[src/rtl/fraction_pkg.sv]
// Shared definitions for the fraction divider: default precision, Q16 saturation
// values, divider state encoding and the latencies benches can rely on.
package fraction_pkg;

  localparam int DIVISOR_BITS_DEF = 7;

  localparam logic [15:0] Q16_POS_SAT = 16'h7FFF;
  localparam logic [15:0] Q16_NEG_SAT = 16'h8000;

  localparam int LAT_NORMAL = 17;
  localparam int LAT_EARLY  = 3;

  typedef enum logic [1:0] {
    ST_IDLE   = 2'd0,
    ST_CHECK  = 2'd1,
    ST_DIVIDE = 2'd2,
    ST_FINISH = 2'd3
  } div_state_e;

endpackage

[src/rtl/fraction_divide.sv]
// Sequential restoring divider: q = trunc(num * 2^DIVISOR_BITS / den) as signed Q16,
// one quotient bit per clock, with saturation and divide-by-zero flags.
`default_nettype none

module fraction_divide
  import fraction_pkg::*;
#(
  parameter int DIVISOR_BITS = DIVISOR_BITS_DEF
) (
  input  logic        i_clk,
  input  logic        i_rst_n,
  input  logic        i_start,
  input  logic [31:0] i_numerator,
  input  logic [15:0] i_denominator,
  output logic [15:0] o_quotient,
  output logic        o_done,
  output logic        o_overflow,
  output logic        o_div_zero
);

  localparam int REM_W = 33 + DIVISOR_BITS;

  div_state_e       r_state;
  logic [31:0]      r_num;
  logic [15:0]      r_den;
  logic             r_sign;
  logic [REM_W-1:0] r_rem;
  logic [14:0]      r_q;
  logic [3:0]       r_cnt;
  logic             r_ov_pend;
  logic             r_dz_pend;
  logic [15:0]      r_quotient;
  logic             r_done;
  logic             r_overflow;
  logic             r_div_zero;

  logic [32:0]      w_mag;
  logic [32:0]      w_ovf_lim;
  logic [REM_W-1:0] w_den_sh;
  logic             w_ge;
  logic [15:0]      w_signed_q;
  logic [15:0]      w_sat;

  // 33-bit magnitude so that -2^31 negates without wrapping
  assign w_mag      = r_num[31] ? (33'd0 - {1'b1, r_num}) : {1'b0, r_num};
  assign w_ovf_lim  = 33'(r_den) << (15 - DIVISOR_BITS);
  assign w_den_sh   = REM_W'(r_den) << r_cnt;
  assign w_ge       = (r_rem >= w_den_sh);
  assign w_signed_q = r_sign ? (16'd0 - {1'b0, r_q}) : {1'b0, r_q};
  assign w_sat      = r_sign ? Q16_NEG_SAT : Q16_POS_SAT;

  always_ff @(posedge i_clk or negedge i_rst_n) begin
    if (!i_rst_n) begin
      r_state    <= ST_IDLE;
      r_num      <= '0;
      r_den      <= '0;
      r_sign     <= 1'b0;
      r_rem      <= '0;
      r_q        <= '0;
      r_cnt      <= '0;
      r_ov_pend  <= 1'b0;
      r_dz_pend  <= 1'b0;
      r_quotient <= '0;
      r_done     <= 1'b1;
      r_overflow <= 1'b0;
      r_div_zero <= 1'b0;
    end else begin
      case (r_state)
        ST_IDLE: begin
          if (i_start) begin
            r_num      <= i_numerator;
            r_den      <= i_denominator;
            r_done     <= 1'b0;
            r_overflow <= 1'b0;
            r_div_zero <= 1'b0;
            r_state    <= ST_CHECK;
          end
        end
        ST_CHECK: begin
          r_sign <= r_num[31];
          r_rem  <= REM_W'(w_mag) << DIVISOR_BITS;
          r_q    <= '0;
          // Early exits wait one extra clock in FINISH to keep a fixed 3-clock latency
          if (r_den == 16'd0) begin
            r_dz_pend <= 1'b1;
            r_ov_pend <= 1'b0;
            r_cnt     <= 4'd1;
            r_state   <= ST_FINISH;
          end else if (w_mag >= w_ovf_lim) begin
            r_dz_pend <= 1'b0;
            r_ov_pend <= 1'b1;
            r_cnt     <= 4'd1;
            r_state   <= ST_FINISH;
          end else begin
            r_dz_pend <= 1'b0;
            r_ov_pend <= 1'b0;
            r_cnt     <= 4'd14;
            r_state   <= ST_DIVIDE;
          end
        end
        ST_DIVIDE: begin
          if (w_ge) begin
            r_rem <= r_rem - w_den_sh;
          end
          r_q <= {r_q[13:0], w_ge};
          if (r_cnt == 4'd0) begin
            r_state <= ST_FINISH;
          end else begin
            r_cnt <= r_cnt - 4'd1;
          end
        end
        ST_FINISH: begin
          if (r_cnt != 4'd0) begin
            r_cnt <= r_cnt - 4'd1;
          end else begin
            r_quotient <= (r_ov_pend || r_dz_pend) ? w_sat : w_signed_q;
            r_overflow <= r_ov_pend;
            r_div_zero <= r_dz_pend;
            r_done     <= 1'b1;
            r_state    <= ST_IDLE;
          end
        end
        default: r_state <= ST_IDLE;
      endcase
    end
  end

  assign o_quotient = r_quotient;
  assign o_done     = r_done;
  assign o_overflow = r_overflow;
  assign o_div_zero = r_div_zero;

endmodule

`default_nettype wire

[config.mk]
export PLATFORM = sky130hd
export DESIGN_NAME = fraction_divide
export DESIGN_NICKNAME = d
export VERILOG_FILES = /design/src/rtl/fraction_pkg.sv /design/src/rtl/fraction_divide.sv
export SDC_FILE = /design/constraint.sdc
export NUM_CORES = 1
export LEC_CHECK = 0
export CORE_ASPECT_RATIO = 2
export CORE_UTILIZATION = 48
export DETAILED_ROUTE_END_ITERATION = 12
export PLACE_DENSITY = 0.7
export REMOVE_ABC_BUFFERS = 1
export SLEW_MARGIN = 20
export SYNTH_ARGS = -nofsm -noshare
export SYNTH_HDL_FRONTEND = slang
export SYNTH_SLANG_ARGS = --single-unit
[constraint.sdc]
create_clock -name i_clk -period 4.2 [get_ports i_clk]
set_clock_uncertainty 0.05 [all_clocks]
set_input_delay 0.42 -clock i_clk [delete_from_list [all_inputs] [get_ports i_clk]]
set_output_delay 0.42 -clock i_clk [all_outputs]
set_load 0.02 [all_outputs]
**Yosys cells after proc, flatten, opt, wreduce, memory -nomap -nowiden**

Cells that the tools add are included.

- Memory bits (read-only): 0
- Latch bits: 0
- Word-level logic and storage cells: 72
- Flip-flop bits (word level): 131
- Input bits: 51
- Memories kept: 0
- Bits in writable memories: 0

- Multipliers: 0
- Mux-type cells: 28
- Reduce and logical (&&, ||, !) cells: 14
- Add/subtract/negate cells: 4
- Magnitude comparators: 2
- Equal/unequal tests: 9
- Bitwise operators: 1
- Shifts and indexed selects: 1
- Divide/modulo/power cells: 0

Operator list:

| kind | count |
|---|---|
| 40-bit case mux with 2 select lines | 1 |
| 16-bit 2-to-1 mux | 3 |
| 40-bit >= comparator | 1 |
| 40-bit 2-to-1 mux | 1 |
| 16-bit by 4-bit left shift with 40-bit output | 1 |
| 40-bit subtractor | 1 |
| 33-bit by 24-bit >= comparator with 1-bit output | 1 |
| 33-bit 2-to-1 mux | 1 |
| 1-bit by 33-bit subtractor with 33-bit output (first input constant) | 1 |
| 15-bit case mux with 2 select lines | 1 |
| 16-bit zero test | 1 |
| 4-bit 2-to-1 mux | 4 |
| 1-bit by 15-bit subtractor with 16-bit output (first input constant) | 1 |
| 2-bit inequality test (second input constant) | 6 |
| 4-bit case mux with 3 select lines | 1 |
| 1-bit 2-to-1 mux | 9 |
| 3-bit AND reduction | 3 |
| 2-bit case mux with 4 select lines | 1 |
| 2-bit 2-to-1 mux | 3 |
| 1-bit case mux with 2 select lines | 3 |
| 2-bit AND reduction | 3 |
| 2-bit == test (second input constant) | 2 |
| 4-bit zero test | 1 |
| 2-bit nonzero test | 2 |
| other kinds (7) | 7 |

**Longest topological paths before layout**

Gate-level depths: netlist of run 1.

- Word-level depth: 6
- Depth in mapped cells: 21
- Depth with buffers taken out: 16

**Least setup slack after synthesis of run 1**

OpenSTA, ideal clock, no wires.

- Path kind: reg2reg
- From: register r_cnt[0]
- To: register r_rem[1]
- Library setup time: 122 ps
- Buffers on the path: 4
- Stages on the path, launching flop included: 17
- Data arrival time: 4205 ps
- Path slack: -176 ps
- Clock period less this slack: 4376 ps
- Path through: dfrtp_1 clkbuf_1 clkbuf_1 mux4_2 nor2b_1 a31oi_1 or2_2 ha_1 o211ai_1 o211ai_1 a211oi_1 a2111oi_0 o21bai_1 a21o_1 buf_2 clkbuf_1 a32o_1

- Longest elaborated chain between the ends: 4
- Elaborated cells on any way between the ends: 7
- Those cells by class: add/sub (1); order compare (1); eq/ne (1); shift (1); mux (2); reduce/logical (1)

Ends and longest elaborated chain:

| item | line | source |
|---|---|---|
| start, declared | fraction_divide.sv:29 | `logic [3:0] r_cnt;` |
| start signal, assigned | fraction_divide.sv:109 | `r_cnt <= r_cnt - 4'd1;` |
| start signal, assigned | fraction_divide.sv:114 | `r_cnt <= r_cnt - 4'd1;` |
| 16-bit by 4-bit left shift with 40-bit output (*) | fraction_divide.sv:47 | `assign w_den_sh = REM_W'(r_den) << r_cnt;` |
| 40-bit subtractor / 40-bit >= comparator (equally long branches) | fraction_divide.sv:103, fraction_divide.sv:48 |  |
| 40-bit 2-to-1 mux / 2-bit inequality test (equally long branches) | -- |  |
| 40-bit case mux with 2 select lines / 2-bit AND reduction (equally long branches) | -- |  |
| end signal, assigned | fraction_divide.sv:81 | `r_rem <= REM_W'(w_mag) << DIVISOR_BITS;` |
| end signal, assigned | fraction_divide.sv:103 | `r_rem <= r_rem - w_den_sh;` |
| end, declared | fraction_divide.sv:27 | `logic [REM_W-1:0] r_rem;` |

Every way passes the cells marked *; elsewhere a longest branch is shown, timed or not. The select of a mux whose other input is x is not followed.
A chain may end at the register's enable or synchronous reset.

**Worst setup path after layout of run 1**

- From: register r_num[4]
- To: register r_state[0]

- Longest elaborated chain between the ends: 6

Ends and longest elaborated chain:

| item | line | source |
|---|---|---|
| start, declared | fraction_divide.sv:24 | `logic [31:0] r_num;` |
| start signal, assigned | fraction_divide.sv:71 | `r_num <= i_numerator;` |
| 1-bit by 33-bit subtractor with 33-bit output | fraction_divide.sv:45 | `assign w_mag = r_num[31] ? (33'd0 - {1'b1, r_num}) : {1'b0, r_num};` |
| 33-bit 2-to-1 mux (*) | fraction_divide.sv:45 |  |
| 33-bit by 24-bit >= comparator with 1-bit output (*) | fraction_divide.sv:89 | `end else if (w_mag >= w_ovf_lim) begin` |
| 1-bit 2-to-1 mux (*) | fraction_divide.sv:89 |  |
| 1-bit 2-to-1 mux (*) | fraction_divide.sv:84 | `if (r_den == 16'd0) begin` |
| 2-bit case mux with 4 select lines (*) | fraction_divide.sv:68 | `case (r_state)` |
| end signal, assigned | fraction_divide.sv:76 | `r_state <= ST_CHECK;` |
| end signal, assigned | fraction_divide.sv:88 | `r_state <= ST_FINISH;` |
| end signal, assigned | fraction_divide.sv:93 | `r_state <= ST_FINISH;` |
| end, declared | fraction_divide.sv:23 | `div_state_e r_state;` |

Every way passes the cells marked *; elsewhere a longest branch is shown, timed or not.

==> results of run 1 <==
[cell usage after synthesis, drive strengths merged (5+ instances only)]
cell and instances:
a211oi 6, a21o 20, a21oi 80, a22oi 5
a31oi 10, a41oi 5, and2 6, and3 7
buf 13, clkbuf 56, dfrtp 130, ha 55
inv 52, mux2 52, mux2i 28, mux4 10
nand2 118, nand2b 8, nand3 38, nand4 16
nand4b 5, nor2 80, nor2b 12, nor3 19
nor4 18, o211ai 13, o21a 10, o21ai 118
o22ai 14, o31ai 19, o41ai 6, or2 10
or3 15, or4 5, xnor2 38, xor2 19
[layout by cell type (no fill, tap or decap), types with 49 or more instances in the layout]
master,Yosys,final
a21oi_1,80,75
buf_4,0,137
clkdlybuf4s50_1,0,68
dfrtp_1,130,128
ha_1,55,49
inv_1,52,52
mux2_2,52,52
nand2_1,118,115
nor2_1,80,76
o21ai_0,118,106
[cell families after synthesis]
family,after synthesis
multiplexers,90
XOR/XNOR,57
AND/OR/NAND/NOR,371
adder cells (fa/ha/maj),56
buffers and inverters,121
flip-flops,131
AO/OA/AOI/OAI,338
[final cells by class]
class                   count  area (sq um)  share of cell area
clock buffers              18           439              0.0345
clock inverters            13           138              0.0108
inverters                  52           195              0.0153
multi-input cells         912          6500               0.510
flip-flops and latches    131          3280               0.258
well taps                 266           333              0.0261
repair buffers            215          1860               0.146
[worst max-delay path, delay by kind of cell, from the launching register on]
kind	cells	cell delay, ns
xor gates and xnor gates	1	0.09
DFF	1	0.38
buffers and inverters	2	0.34
adders and majority gates	1	0.33
and+or+nand+nor	9	2.23
AOI/OAI and AO/OA	3	0.60
[through the flow]
| stage | TNS (ns) | instances | hold WS (ns) | util | area [sq um] |
|---|---|---|---|---|---|
| after floorplan | -9.29 | 1095 | 0.0744 | - | 9670 |
| after global placement | -4.71 | 1561 | 0.404 | 0.576 | 11700 |
| after detailed placement | -4.88 | 1561 | 0.413 | 0.576 | 11700 |
| after CTS | 0 | 1597 | 0.422 | 0.610 | 12400 |
| after global routing | -0.0858 | 1607 | 0.441 | 0.625 | 12700 |
| final | 0 | 1607 | 0.419 | 0.625 | 12700 |
[metal layers]
| metal | GRT usage | part of all wire | wire length, um |
|---|---|---|---|
| met1 | 0.303 | 0.35 | 11200 |
| met5 | 0 | 0 | 0 |
| met4 | 0.221 | 0.068 | 2180 |
| met3 | 0.0390 | 0.033 | 1060 |
| met2 | 0.591 | 0.55 | 17500 |
[state kept, by name, summed over array words and instances (netlist names), 2 cells and up]
name	cells
r_cnt	4
r_den	16
r_num	32
r_state	2
r_q	15
o_quotient	16
r_rem	40
[what timing repair did]
item                                   CTS  global route
gates cloned                             0             0
setup buffers                            4            10
pin swaps                                4            23
setup endpoints to repair               45            47
hold buffers                             1             0
gates resized for setup                 21            57
endpoints found under the hold margin   20             0
[worst min path at each step]
stage | startpoint | to | depth (start not counted)
after global routing | o_quotient[15]$_DFFE_PN0P_ | o_quotient[15]$_DFFE_PN0P_ | 1
after global placement | r_rem[39]$_DFFE_PN0P_ | r_rem[39]$_DFFE_PN0P_ | 1
after floorplan | i_rst_n | o_div_zero$_DFFE_PN0P_ | 0
after CTS | r_rem[39]$_DFFE_PN0P_ | r_rem[39]$_DFFE_PN0P_ | 1
final | r_rem[39]$_DFFE_PN0P_ | r_rem[39]$_DFFE_PN0P_ | 1
after detailed placement | r_rem[39]$_DFFE_PN0P_ | r_rem[39]$_DFFE_PN0P_ | 1
==> metrics.yaml, run 1 <==
final_layout:
  nFillCells: 1760
  synthToLayoutAreaGrowth_pct: 28.3
  n_antenna_cell: 0
  layout-drive-gt1-share: 0.232
  finalNetCount: 1436
drt:
  avgRoutedWirePerCell_um: 19.9
  vias: 9778
  drc: 0
  drt_iter0_drc: 492
  via_per_inst: 6.08
  drtPass1Iterations: 5
  finalWirelength_mm: 31.9
  final_antenna_net_count: 0
clock_tree:
  ctsLongestPathBuffers: 2
  cts_buffers: 17
  cts_tree: "yes"
  htreeDepth: 4
  cts_sinks: 131
  cts_root_buf: "clkbuf_16"
  path_clk_slew_ns: 0.06
  clk_latency_ns: 0.45
floorplan:
  dieArea_sq_um: 21300
  initial_core_util: 0.487
  die_h_um: 205
  rows: 74
  io-pin-count: 70
  fp.dieW_um: 104
  coreArea_sq_um: 20400
placed_design:
  place_congestion: 1.13
  portBuffers: 69
  place_ws_ns: -0.293
  dpl.hpwl_mm: 24.6
yosys:
  synth_compound_area_frac: 0.208
  async_flop_share: 1.00
  synth_xor_area_frac: 0.0503
  seq_area_frac_synth: 0.330
  syn_inst: 1164
  synthTopCellsByArea: "dfrtp_1 (33%), ha_1 (6.9%), o21ai_0 (5.9%)"
  synth.distinct_cells: 72
  syn_area_sq_um: 9930
  synth_fa_ha_area_frac: 0.0713
  synth_area_per_cell_sq_um: 8.53
  synth_flop_cell: "dfrtp_1"
  synth-seq-cells: 131
  synth_edf_count: 0
  synth_top_family_by_area: "compound AO/OA/AOI/OAI gates"
  synth-simple-area-share: 0.184
  synth_mux_area_frac: 0.110
  yosys.area.top_type_share: 0.328
  yosysTopAreaCell: "dfrtp_1"
  yosysWarnings: 0
sta:
  drv_slew: 0
  worst_pin_slew_ns: 0.914
  fmax_mhz: 244
  slew_headroom: 0.388
  setup_viol: 0
  fin_crit_ns: 4.09
  hold_viol_final: 0
  rsz0062_at_grt: "true"
  layout_setup_ws_ns: 0.106
  period_share: 0.975
global_routing:
  globalRouteTotalUtil: 0.308
  grt_pass1_wl_mm: 50.8
  grt_overflow: 0
  grt_pass1_vias: 9912
  antenna_found_initial: 0
  grt_max_degree: 77
setup_path:
  r2r_cells: 16
  timing.rr.end: "r_state[0]$_DFFE_PN0P_"
  cpMostUsedCell: "or3_4"
  r2r_start: "r_num[4]$_DFFE_PN0P_"
  slowest_stage: "or4_4"
  critical_path_class: "reg2reg"
  start_kind: "register"
  endpoint_kind: "register"
  critical_path.endpoint: "r_state[0]$_DFFE_PN0P_"
  max_stage_delay_ns: 0.45
  setup.worst_path.start: "r_num[4]$_DFFE_PN0P_"
  required_ns: 4.53
  worstPathCellList: "or3_4, or3_4, buf_6, or3_4, nand2_2, xnor2_2, ha_1, nand3_2, nor2_4, nand4_1, or4_4, o211ai_1, buf_4, nor4_4, o2111ai_1, a21boi_2"
  r2r_slack_ns: 0.11
  arrival_ns: 4.42
  critPathMaxFanout: 4
hold_path:
  min_path_type: "reg2reg"
status:
  status: "complete, no violations"
flow_run:
  cap_violations: 0
Power of run 1 is left out: the tool's default activity adds up to more than one toggle a clock period on the data nets, which glitch-free logic cannot reach.
==> inputs of run 2 (changes only) <==
--- a/config.mk
+++ b/config.mk
@@ -6,6 +6,7 @@
 export NUM_CORES = 1
 export LEC_CHECK = 0
 export CORE_ASPECT_RATIO = 2
+export CORE_MARGIN = 5
 export CORE_UTILIZATION = 48
 export DETAILED_ROUTE_END_ITERATION = 12
 export PLACE_DENSITY = 0.7
@@ -14,3 +15,4 @@
 export SYNTH_ARGS = -nofsm -noshare
 export SYNTH_HDL_FRONTEND = slang
 export SYNTH_SLANG_ARGS = --single-unit
+export TNS_END_PERCENT = 5
==> metrics.yaml, run 2 (synthesis gave the netlist of run 1 again) <==
status:
  status: "complete, no violations"
sta:
  fmax_mhz: 247  # +1.1%
  period_share: 0.964  # -0.0104
  fin_crit_ns: 4.05  # -0.0438 ns
  slew_headroom: 0.314  # -0.0748
  drv_slew: 0  # unchanged
  worst_pin_slew_ns: 1.02  # +0.101 ns
  hold_viol_final: 0  # unchanged
  setup_viol: 0  # unchanged
  layout_setup_ws_ns: 0.150  # +0.0438 ns
  rsz0062_at_grt: "true"
clock_tree:
  cts_buffers: 17  # unchanged
  ctsLongestPathBuffers: 2  # unchanged
  cts_root_buf: "clkbuf_16"
  clk_latency_ns: 0.45  # about the same
  path_clk_slew_ns: 0.06  # about the same
  cts_sinks: 131  # unchanged
  htreeDepth: 4  # unchanged
  cts_tree: "yes"
global_routing:
  grt_pass1_vias: 9545  # -3.7%
  globalRouteTotalUtil: 0.256  # -0.0528
  antenna_found_initial: 0  # unchanged
  grt_pass1_wl_mm: 48.2  # -5.0%
  grt_overflow: 0  # unchanged
  grt_max_degree: 72  # -6.5%
floorplan:
  rows: 74  # unchanged
  dieArea_sq_um: 23800  # +12%
  io-pin-count: 70  # unchanged
  fp.dieW_um: 112  # +7.7%
  die_h_um: 213  # +3.9%
  initial_core_util: 0.487  # unchanged
  coreArea_sq_um: 20400  # unchanged
placed_design:
  portBuffers: 69  # unchanged
  place_congestion: 0.992  # -12%
  dpl_cell_area_sq_um: 11700  # about the same
  place_ws_ns: -0.217  # +0.0755 ns
  dpl.hpwl_mm: 23.5  # -4.3%
final_layout:
  reg_top3: "r_rem (40), r_num (32)"
  final_area_sq_um: 12500  # -1.6%
  layout-drive-gt1-share: 0.209  # -0.0225
  largest_reg_flops: 40  # unchanged
  final_cell_mix: "dfrtp_1 (130), buf_4 (130), o21ai_0 (116), nand2_1 (116), nor2_1 (79)"
  n_antenna_cell: 0  # unchanged
  regMostFlops: "r_rem"
  finalNetCount: 1426  # -0.70%
  synthToLayoutAreaGrowth_pct: 26.3
hold_path:
  min_from: "o_quotient[11]$_DFFE_PN0P_"
  min_path_type: "reg2reg"
drt:
  drt_iter0_drc: 476  # -3.3%
  avgRoutedWirePerCell_um: 18.8  # -5.3%
  drtPass1Iterations: 5  # unchanged
  vias: 9493  # -2.9%
  final_antenna_net_count: 0  # unchanged
  drc: 0  # unchanged
  finalWirelength_mm: 30.1  # -5.8%
  via_per_inst: 5.94  # -2.4%
setup_path:
  arrival_ns: 4.37  # -0.05 ns
  critical_path_class: "reg2reg"
  r2r_start: "r_num[0]$_DFFE_PN0P_"
  critPathMaxFanout: 8  # +4
  endpoint_kind: "register"
  setup.worst_path.start: "r_num[0]$_DFFE_PN0P_"
  required_ns: 4.52  # about the same
  r2r_slack_ns: 0.15  # +0.04 ns
  start_kind: "register"
flow_run:
  cap_violations: 0  # unchanged
-- run 2: cell types whose count changed in the layout (fill, tap and decap cells not counted), sizes merged --
| cell | before | now |
|---|---|---|
| inv | 52 | 57 |
| clkinv | 8 | 5 |
| buf | 146 | 136 |
| clkbuf | 18 | 17 |
-- run 2: cell type report --
class	instances	area, sq um
fill	1761	7840
tap	266	333
sequential	131	3280
multi-input combinational	912	6360
inverter	52	195
clock inverter	15	173
timing repair buffer	205	1770
clock buffer	17	425
-- run 2: layer usage --
layer  track usage  up-vias  part of all wire
met1         0.257     4506              0.35
met3        0.0330      121             0.038
met5             0        -                 0
met2         0.472      302              0.53
met4         0.198        0             0.078
li1              -     4564                 -
-- run 2: worst paths after layout --
check | to | cells after the start
worst max-delay path | r_cnt[1]$_DFFE_PN0P_ | 19
worst min-delay path | o_quotient[11]$_DFFE_PN0P_ | 2
worst max register to register | r_cnt[1]$_DFFE_PN0P_ | 19
worst min register to register | o_quotient[11]$_DFFE_PN0P_ | 2
max in group asynchronous | o_done$_DFFE_PN1P_ | 3
min in group asynchronous | r_rem[10]$_DFFE_PN0P_ | 2
-- run 2: what timing repair did --
item | in CTS | in global routing
endpoints found under the hold margin | 62 | 0
hold buffers | 1 | 0
setup endpoints to repair | 7 | 47
buffers inserted | 1 | 4
gates resized for setup | 9 | 30
pin swaps | 3 | 7
-- run 2: metrics by stage --
stage,util,instances,TNS [ns],hold slack [ns]
finish,0.615,1598,0,0.425
global route,0.615,1598,-0.640,0.446
CTS,0.607,1594,0,0.423
detailed placement,0.575,1560,-0.845,0.408
global placement,0.575,1560,-0.931,0.404
floorplan,-,1095,-9.29,0.0744
-- run 2: critical path, stage by stage, from the launching register on --
cell and delay, ns:
dfrtp_1 0.44, inv_1 0.11, ha_1 0.21, nor2b_2 0.20, nand4_1 0.15, buf_4 0.20
buf_6 0.13, o21ai_0 0.19, xnor2_1 0.20, ha_1 0.30, a21o_1 0.19, a21o_1 0.19
a21oi_1 0.19, o21a_2 0.21, o211ai_1 0.10, buf_4 0.19, nor4_4 0.34, buf_4 0.18
a21oi_1 0.05, nor2_1 0.15
Power of run 2 is left out for the same reason.
==> inputs of run 3 (changes only) <==
--- a/config.mk
+++ b/config.mk
@@ -6,10 +6,11 @@
 export NUM_CORES = 1
 export LEC_CHECK = 0
 export CORE_ASPECT_RATIO = 2
-export CORE_MARGIN = 5
+export CORE_MARGIN = 4
 export CORE_UTILIZATION = 48
 export DETAILED_ROUTE_END_ITERATION = 12
-export PLACE_DENSITY = 0.7
+export GPL_ROUTABILITY_DRIVEN = 0
+export PLACE_DENSITY = 0.67
 export REMOVE_ABC_BUFFERS = 1
 export SLEW_MARGIN = 20
 export SYNTH_ARGS = -nofsm -noshare
==> constraint.sdc (replaced) <==
create_clock -name i_clk -period 5 [get_ports i_clk]
set_clock_uncertainty 0.05 [all_clocks]
set_input_delay 0.5 -clock i_clk [delete_from_list [all_inputs] [get_ports i_clk]]
set_output_delay 0.5 -clock i_clk [all_outputs]
set_load 0.02 [all_outputs]
==> metrics.yaml, run 3 (synthesis gave the netlist of run 1 again) <==
status:
  status: "complete, no violations"
clock_tree:
  htreeDepth: 4  # unchanged
  cts_tree: "yes"
  post_cts_buffers: 0  # -1
  path_clk_slew_ns: 0.06  # about the same
  ctsLongestPathBuffers: 2  # unchanged
  cts_sinks: 131  # unchanged
  clk_latency_ns: 0.44  # about the same
  cts_root_buf: "clkbuf_16"
  cts_buffers: 17  # unchanged
floorplan:
  die_h_um: 211  # -0.94%
  initial_core_util: 0.487  # unchanged
  coreArea_sq_um: 20400  # unchanged
  fp.dieW_um: 110  # -1.8%
  dieArea_sq_um: 23200  # -2.7%
  io-pin-count: 70  # unchanged
  rows: 74  # unchanged
setup_path:
  r2r_start: "r_cnt[1]$_DFFE_PN0P_"
  critical_path_class: "reg2reg"
  arrival_ns: 4.83  # +0.46 ns
  timing.rr.end: "r_rem[37]$_DFFE_PN0P_"
  endpoint_kind: "register"
  required_ns: 5.24  # +0.72 ns
  r2r_cells: 15  # -4
  start_kind: "register"
  critPathMaxFanout: 15  # +7
  r2r_slack_ns: 0.40  # +0.25 ns
final_layout:
  largest_reg_flops: 40  # unchanged
  synthToLayoutAreaGrowth_pct: 17.2
  reg_top3: "r_rem (40), r_num (32)"
  n_antenna_cell: 0  # unchanged
  final_common_cell: "dfrtp_1"
  final_cell_mix: "dfrtp_1 (130), o21ai_0 (118), nand2_1 (117)"
  regMostFlops: "r_rem"
  finalNetCount: 1329  # -6.8%
  layout-drive-gt1-share: 0.126  # -0.0831
drt:
  final_antenna_net_count: 0  # unchanged
  via_per_inst: 6.12  # +3.0%
  vias: 9186  # -3.2%
  drtPass1Iterations: 5  # unchanged
  finalWirelength_mm: 28.9  # -3.8%
  top_layer: "met4"
  met2_length_mm: 15.2  # -5.2%
  drc: 0  # unchanged
  met1_length_mm: 10.2  # -4.1%
  dr_wl_met3_mm: 1.17  # +2.0%
  drt_iter0_drc: 516  # +8.4%
  avgRoutedWirePerCell_um: 19.3  # +2.4%
sta:
  drv_slew: 0  # unchanged
  hold_viol_final: 0  # unchanged
  period_share: 0.919  # -0.0449
  worst_pin_slew_ns: 0.960  # -0.0552 ns
  fin_crit_ns: 4.60  # +0.547 ns
  rsz0062_at_grt: "false"
  slew_headroom: 0.351  # +0.0373
  fmax_mhz: 218  # -12%
  finalSetupTns_ns: 0  # unchanged
  setup_viol: 0  # unchanged
global_routing:
  grt_pass1_wl_mm: 47.4  # -1.7%
  globalRouteTotalUtil: 0.265  # +0.00973
  antenna_found_initial: 0  # unchanged
  grt_pass1_vias: 9384  # -1.7%
  grt_max_degree: 97  # +35%
  grt_overflow: 0  # unchanged
placed_design:
  dpl.hpwl_mm: 22.4  # -4.9%
  portBuffers: 69  # unchanged
hold_path:
  min_path_type: "in2async"
flow_run:
  cap_violations: 0  # unchanged
==> run 3: worst max path at each step <==
stage | start | end | slack, ns | depth (start not counted)
after floorplan | r_cnt[0]$_DFFE_PN0P_ | r_rem[19]$_DFFE_PN0P_ | 0.38 | 14
final | r_cnt[1]$_DFFE_PN0P_ | r_rem[37]$_DFFE_PN0P_ | 0.40 | 15
after CTS | r_cnt[1]$_DFFE_PN0P_ | r_rem[3]$_DFFE_PN0P_ | 0.25 | 14
after global placement | r_cnt[1]$_DFFE_PN0P_ | r_rem[25]$_DFFE_PN0P_ | 0.39 | 16
after detailed placement | r_cnt[1]$_DFFE_PN0P_ | r_rem[3]$_DFFE_PN0P_ | 0.27 | 14
after global routing | r_cnt[1]$_DFFE_PN0P_ | r_rem[30]$_DFFE_PN0P_ | 0.09 | 16
==> run 3: cell type report <==
cell class,count,area [sq um]
inverters,52,195
repair buffers,108,997
multi-input cells,912,6210
fillers,1892,8740
clock buffers,18,439
clock inverters,14,178
well taps,266,333
flip-flops and latches,131,3280
==> run 3: timing repair <==
item / 4_1_cts / 5_1_grt
setup endpoints to repair: 0 / 16
resized for setup: 0 / 1
hold buffers: 0 / 0
==> run 3: worst max-delay path: stages (launching register included) <==
cell and delay, ns:
dfrtp_1 0.66, buf_4 0.22, mux2i_1 0.09, a21oi_1 0.45, mux2i_1 0.20, or2_2 0.33, ha_1 0.37, nand2_1 0.16
nor3_1 0.37, o211ai_1 0.25, a31o_2 0.39, nor4b_1 0.33, buf_4 0.20, nor4b_1 0.06, xnor2_1 0.19, o22ai_1 0.12
==> run 3: layer usage <==
metal | vias to the layer above | global-route usage
met2 | 316 | 0.466
met1 | 4349 | 0.269
met3 | 131 | 0.0442
met5 | - | 0
met4 | 0 | 0.211
li1 | 4390 | -
==> run 3: stage by stage <==
stage | std cells | instance area (sq um) | utilization | worst slack, ns | hold WS (ns)
6_report | 1501 | 11600 | 0.571 | 0.403 | 0.0843
5_1_grt | 1501 | 11600 | 0.571 | 0.0917 | 0.179
4_1_cts | 1501 | 11600 | 0.570 | 0.255 | 0.145
3_5_place_dp | 1469 | 11000 | 0.540 | 0.275 | 0.408
3_3_place_gp | 1469 | 11000 | 0.540 | 0.388 | 0.405
2_1_floorplan | 1095 | 9670 | - | 0.382 | 0.154
Power of run 3 is left out for the same reason.
